**src/rtl/uart_rx.sv**
```systemverilog
// uart_rx: 8-bit UART receiver, 8N1 by default; define UART_RX_PARITY_EN for 8E1 framing.
// The line is double-synchronized, and each bit is sampled mid-bit from a per-state counter.
module uart_rx #(
  parameter int CLKS_PER_BIT = 434
) (
  input  logic       clk,
  input  logic       rst_n,
  input  logic       rx_i,
  output logic [7:0] data_o,
  output logic       rx_done_o,
  output logic       frame_err_o,
  output logic       parity_err_o,
  output logic       busy_o
);

  localparam int CW = $clog2(CLKS_PER_BIT);
  localparam logic [CW-1:0] LAST_TICK = CW'(CLKS_PER_BIT - 1);
  localparam logic [CW-1:0] HALF_TICK = CW'(CLKS_PER_BIT / 2 - 1);

`ifdef UART_RX_PARITY_EN
  typedef enum logic [2:0] {IDLE, START, DATA, PARITY, STOP, BREAK} StateT;
`else
  typedef enum logic [2:0] {IDLE, START, DATA, STOP, BREAK} StateT;
`endif

  logic          r_sync1;
  logic          r_sync2;
  logic          r_prev;
  StateT         r_state;
  StateT         w_nextState;
  logic [CW-1:0] r_count;
  logic [2:0]    r_bitIdx;
  logic [7:0]    r_shift;
  logic          r_donePre;
  logic          r_frameErrPre;
  logic          w_tick;
  logic          w_stopSample;
  logic          w_parErrRec;

  always_ff @(posedge clk or posedge rst_n) begin
    if (rst_n) begin
      r_sync1 <= 1'b0;
      r_sync2 <= 1'b0;
      r_prev  <= 1'b0;
    end else begin
      r_sync1 <= rx_i;
      r_sync2 <= r_sync1;
      r_prev  <= r_sync2;
    end
  end

  // START waits half a bit to land mid start bit; every later sample is one full bit apart.
  always_comb begin
    w_tick       = (r_state == START) ? (r_count == HALF_TICK) : (r_count == LAST_TICK);
    w_stopSample = (r_state == STOP) && w_tick;
    w_nextState  = r_state;
    case (r_state)
      IDLE:    if (r_prev && !r_sync2) w_nextState = START;
      START:   if (w_tick) w_nextState = r_sync2 ? IDLE : DATA;
`ifdef UART_RX_PARITY_EN
      DATA:    if (w_tick && (r_bitIdx == 3'd7)) w_nextState = PARITY;
      PARITY:  if (w_tick) w_nextState = STOP;
`else
      DATA:    if (w_tick && (r_bitIdx == 3'd7)) w_nextState = STOP;
`endif
      STOP:    if (w_tick) w_nextState = r_sync2 ? IDLE : BREAK;
      BREAK:   if (r_sync2) w_nextState = IDLE;
      default: w_nextState = IDLE;
    endcase
  end

  always_ff @(posedge clk or posedge rst_n) begin
    if (rst_n) begin
      r_state  <= IDLE;
      r_count  <= '0;
      r_bitIdx <= '0;
      r_shift  <= '0;
    end else begin
      r_state <= w_nextState;
      if ((w_nextState != r_state) || ((r_state == DATA) && w_tick)) begin
        r_count <= '0;
      end else begin
        r_count <= r_count + CW'(1);
      end
      if (w_nextState != r_state) begin
        r_bitIdx <= '0;
      end else if ((r_state == DATA) && w_tick) begin
        r_bitIdx <= r_bitIdx + 3'd1;
      end
      if ((r_state == DATA) && w_tick) begin
        r_shift <= {r_sync2, r_shift[7:1]};
      end
    end
  end

  // Pulses leave one cycle after the stop sample, together with the data_o update.
  always_ff @(posedge clk or posedge rst_n) begin
    if (rst_n) begin
      r_donePre     <= 1'b0;
      r_frameErrPre <= 1'b0;
      rx_done_o     <= 1'b0;
      frame_err_o   <= 1'b0;
      data_o        <= 8'h00;
    end else begin
      r_donePre     <= w_stopSample && r_sync2 && !w_parErrRec;
      r_frameErrPre <= w_stopSample && !r_sync2;
      rx_done_o     <= r_donePre;
      frame_err_o   <= r_frameErrPre;
      if (r_donePre) begin
        data_o <= r_shift;
      end
    end
  end

`ifdef UART_RX_PARITY_EN
  logic r_parErr;
  logic r_parityErrPre;

  // Even parity: the parity bit must equal the XOR of the eight data bits.
  always_ff @(posedge clk or posedge rst_n) begin
    if (rst_n) begin
      r_parErr       <= 1'b0;
      r_parityErrPre <= 1'b0;
      parity_err_o   <= 1'b0;
    end else begin
      if (r_state == START) begin
        r_parErr <= 1'b0;
      end else if ((r_state == PARITY) && w_tick) begin
        r_parErr <= r_sync2 ^ (^r_shift);
      end
      r_parityErrPre <= w_stopSample && r_sync2 && r_parErr;
      parity_err_o   <= r_parityErrPre;
    end
  end

  assign w_parErrRec = r_parErr;
`else
  assign w_parErrRec  = 1'b0;
  assign parity_err_o = 1'b0;
`endif

  assign busy_o = (r_state != IDLE);

endmodule

```
**config.mk**
```make
export PLATFORM = sky130hd
export DESIGN_NAME = uart_rx
export DESIGN_NICKNAME = d
export VERILOG_FILES = /design/src/rtl/uart_rx.sv
export SDC_FILE = /design/constraint.sdc
export NUM_CORES = 1
export LEC_CHECK = 0
export BUFFER_PORTS_ARGS = -buffer_cell sky130_fd_sc_hd__buf_4
export CORE_ASPECT_RATIO = 1.1
export CORE_UTILIZATION = 30
export DETAILED_ROUTE_END_ITERATION = 7
export PLACE_DENSITY = 0.44
export SYNTH_ARGS = -nofsm -noshare
export SYNTH_HDL_FRONTEND = slang
export SYNTH_SLANG_ARGS = --single-unit
```
**constraint.sdc**
```tcl
create_clock -name clk -period 5 [get_ports clk]
set_clock_uncertainty 0.15 [all_clocks]
set_input_delay 1.5 -clock clk [delete_from_list [all_inputs] [get_ports clk]]
set_output_delay 1.5 -clock clk [all_outputs]
set_load 0.01 [all_outputs]
```
---- Word-level counts from Yosys, hierarchy flattened ----
Index checks and enable logic that the tools add are counted.
storage, ports and cells
  bits in read-only memories .............. 0
  input port bits ......................... 3
  bits in writable memories ............... 0
  bits in latches ......................... 0
  flip-flop bits (word level) ............. 38
  memories ................................ 0
  word-level logic and storage cells ...... 45
cells by class
  bitwise logic cells ..................... 0
  $lt $le $gt $ge ......................... 0
  add/subtract/negate cells ............... 2
  multipliers ............................. 0
  multiplexer cells ....................... 12
  reductions and logical operators ........ 11
  equal/unequal tests ..................... 8
  divide/modulo/power cells ............... 0
  shifts and indexed selects .............. 0
operator list
  cell                                                                    count
  3-bit 2-to-1 mux                                                        8
  3-bit case mux with 5 select lines                                      1
  9-bit by 1-bit adder with 9-bit output (second input constant)          1
  9-bit by 8-bit equality test with 1-bit output (second input constant)  1
  9-bit equality test (second input constant)                             1
  9-bit 2-to-1 mux                                                        1
  3-bit by 2-bit equality test with 1-bit output (second input constant)  2
  3-bit equality test (second input constant)                             2
  1-bit logical AND                                                       6
  3-bit by 1-bit adder with 3-bit output (second input constant)          1
  3-bit by 1-bit equality test with 1-bit output (second input constant)  1
  3-bit logical NOT                                                       1
  3-bit != test                                                           1
  3-bit nonzero test                                                      1
  2-bit 2-to-1 mux                                                        1
  2-bit nonzero test                                                      1
  1-bit logical NOT                                                       1
  1-bit logical OR                                                        1
  1-bit 2-to-1 mux                                                        1

---- Logic depth before layout (Yosys ltp) ----
  word-level depth ........................ 8
  mapped depth ............................ 6

---- Worst setup path after synthesis ----
OpenSTA, ideal clock, no wires.
  kind .................................... reg2out
  from .................................... register r_state[2]
  to ...................................... output busy_o
  setup slack ............................. 2.462 ns
  data arrival time ....................... 0.888 ns
  cell stages (with the launch flop) ...... 3
  required time ........................... 3.350 ns
  buffers on the path ..................... 1
  cell sequence ........................... dfrtp_1 -> buf_6 -> or3_1
on the way
  cells in the longest elaborated chain, start to end .. 1
ends and longest elaborated chain
  element                 RTL line  source
  start, declared         29        StateT r_state;
  start signal, assigned  79        r_state <= w_nextState;
  3-bit nonzero test      142       assign busy_o = (r_state != IDLE);
  end, declared           13        output logic busy_o
No other way between the ends.

---- Worst setup path after layout ----
Same ends and word-level chain as after synthesis.

==> metrics.txt <==
Yosys Warn Count 0; Syn-to-layout area delta 12.75%; WL per Instance 12.80 um; largest net degree at the start of global routing 24; Hold Path Stages 0; Die W 75.38 um; normalized max-slew margin 41.57%; number of setup violations in the final report 0; core area 5733 um^2; htree depth 2; GRT Overall Usage 10.89%; setup ws final 2.033 ns; cts bufs inserted 5; combinational power share 13.7%; # placed instances 222; first-pass GRT wire length 4.954 mm; internal power 495.9 uW; Pre-antenna DRT Iters 4; status complete, no violations; register area share after synthesis 53.52%; final wirelength 2.943 mm; leak pwr 0.0009413 uW; pins over their slew limit 0; PostCTS Resize Cnt 0; top post-synthesis cells by area dfrtp_1 54%, mux2_2 8.9%, nor3_2 4.5%, mux2_4 2.5%, ha_1 2.1%; Power, Total 682.7 uW; top_reg_cell synth dfrtp_1; Async SR Flop Fraction 100.0%; Starting Density 30.99%; Core Util, Final 34.94%; max-cap violation count 0; Clock Tree Buf Depth 2; crit start category flip-flop; ant diodes 0; number of global-route vias before repair 1012; 1st-iter DRT viols 55; Core Rows 29; WP data arrival 1.32 ns; crit path time final 2.967 ns; critical setup path kind flip-flop to primary output; FF+latch area 950.9 um^2; Die Span Y 82.72 um; clock share of power 31.6%; CTS hold repair buffers 0; Mean Syn Cell Area 12.87 um^2; Worst-path clk slew 0.08 ns; routed via count 1046; Final Hold Viols 0; reg2reg path depth 4; Crit. End Element primary output; die area 6235 um^2; register bit total from synthesis 38; top-area cell type share of the netlist area 53.52%; number of flops mapped to enable cells by yosys 0; peak supply drop 0.0001554 V; min-delay worst type flip-flop to flip-flop; Ports 15; area leader, netlist dfrtp_1; sequence of cells on the critical path or3_1, buf_4; DP HPWL 2.055 mm; Root Buffer clkbuf_8; RePlAce Congestion 0.7720; gr ovfl total 0; Flop pwr share 54.7%; Mapped Area 1777 um^2; Non-Filler Instances 230; DRC 0; Post-CTS Setup Inserts 0; Worst Path Max Fanout 10; FILL cells 591; CTS tree built; Sw Pwr 186.8 uW; unrepaired setup endpoints after global routing false; Data required, critical path 3.35 ns; Crit path largest cell delay 0.49 ns; Sw Ratio 27.36%; initial antenna violation count 0; worst slew pin tran 0.8756 ns; post-placement setup slack 2.317 ns; Max Clk Rate 0.3371 GHz; CP max stage cell dfrtp_1; Pwr per Cell Area 340.8 nW/um^2; ratio of cells with drive above 1 in the final layout 35.95%; worst skew pair latency 0.29 ns; Clock Sinks 38; area of the multi-input gates 748.2 um^2; Post-Syn Nets 144; Layout Nets 158; TNS Setup 0 ns; antenna-violating nets left 0; fraction of the cycle the final worst path needs 59.33%; vias per cell 4.548; PortBufs 13; Unique masters post-synth 39; Post-Synthesis Cells 138
==> state kept, by name, summed over array words and instances (netlist names) <==
signal         count
r_state            3
r_donePre          1
r_bitIdx           3
r_frameErrPre      1
r_sync1            1
rx_done_o          1
r_sync2            1
r_count            9
r_prev             1
frame_err_o        1
data_o             8
r_shift            8
==> kinds of logic after synthesis <==
logic type / after synthesis / synth area share (%)
AND/OR/NAND/NOR: 51 / 19.30
flip-flops: 38 / 53.52
multiplexers: 20 / 13.10
AO/OA/AOI/OAI: 9 / 3.944
buffers and inverters: 9 / 4.366
XOR/XNOR: 7 / 3.451
adder cells (fa/ha/maj): 3 / 2.113
other: 1 / 0.2111
==> layer usage <==
metal	share of wire (%)	global-route usage, %
met2	48	17.23
met4	1.7	5.000
met3	3.8	3.641
met1	46	13.34
met5	0	0
==> final timing paths <==
path	from	endpoint	slack, ns
max	r_state[2]	busy_o	2.03
min in group asynchronous	rst_n	r_shift[4]	1.25
max in group asynchronous	rst_n	data_o[7]	2.72
max reg2reg	r_count[2]	r_count[6]	3.01
min	r_frameErrPre	frame_err_o	0.20
min reg2reg	r_frameErrPre	frame_err_o	0.20
==> cell usage in the layout, fill, tap and decap left out, types with 3 or more instances in the layout <==
cell type and instances:
a21oi_1 4, buf_4 14, clkbuf_8 6, dfrtp_1 38, ha_1 3, mux2_2 14, mux2_4 3, mux2i_1 3
nand2_1 7, nand3_1 5, nor2_1 8, nor3_1 4, nor3_2 8, xnor2_1 4, xor2_1 3
==> synth_stat cells, drive strengths merged (2+ instances only) <==
master   n
nor2b    2
nor2     8
buf      5
nand4    2
dfrtp   38
inv      2
mux2    17
and2b    3
ha       3
or3      2
mux2i    3
nor3b    3
xor2     3
nor3    12
xnor2    4
a21oi    5
nand3    5
clkbuf   2
nand2    7
==> cell type report <==
type / instances / area share [%]
sequential: 38 / 47.47
multi-input combinational: 91 / 37.35
timing repair buffer: 14 / 5.247
tap: 77 / 4.809
clock buffer: 6 / 4.122
clock inverter: 2 / 0.6246
inverter: 2 / 0.3748
==> stage by stage <==
step           instance area (um^2)  hold WS [ns]
6_report                       2003        0.2005
5_1_grt                        2003        0.2246
4_1_cts                        2003        0.2036
3_5_place_dp                   1908        0.1858
3_3_place_gp                   1908        0.1816
2_1_floorplan                  1777        0.1812
==> critical path: cells and delay by family (launching register included) <==
kind                   cells  cell delay [ns]
buffers and inverters      1             0.15
flip-flops                 1             0.49
AND/OR/NAND/NOR            1             0.40
==> power groups by stage <==
stage | sequential (uW) | combinational (uW) | clock [uW]
after floorplan | 369 | 82.2 | 0
after global placement | 381 | 93.7 | 0
after detailed placement | 380 | 95.7 | 0
after CTS | 375 | 96.3 | 226
after global routing | 380 | 109 | 237
final | 373 | 93.6 | 216
(Power assumes the default switching activity.)
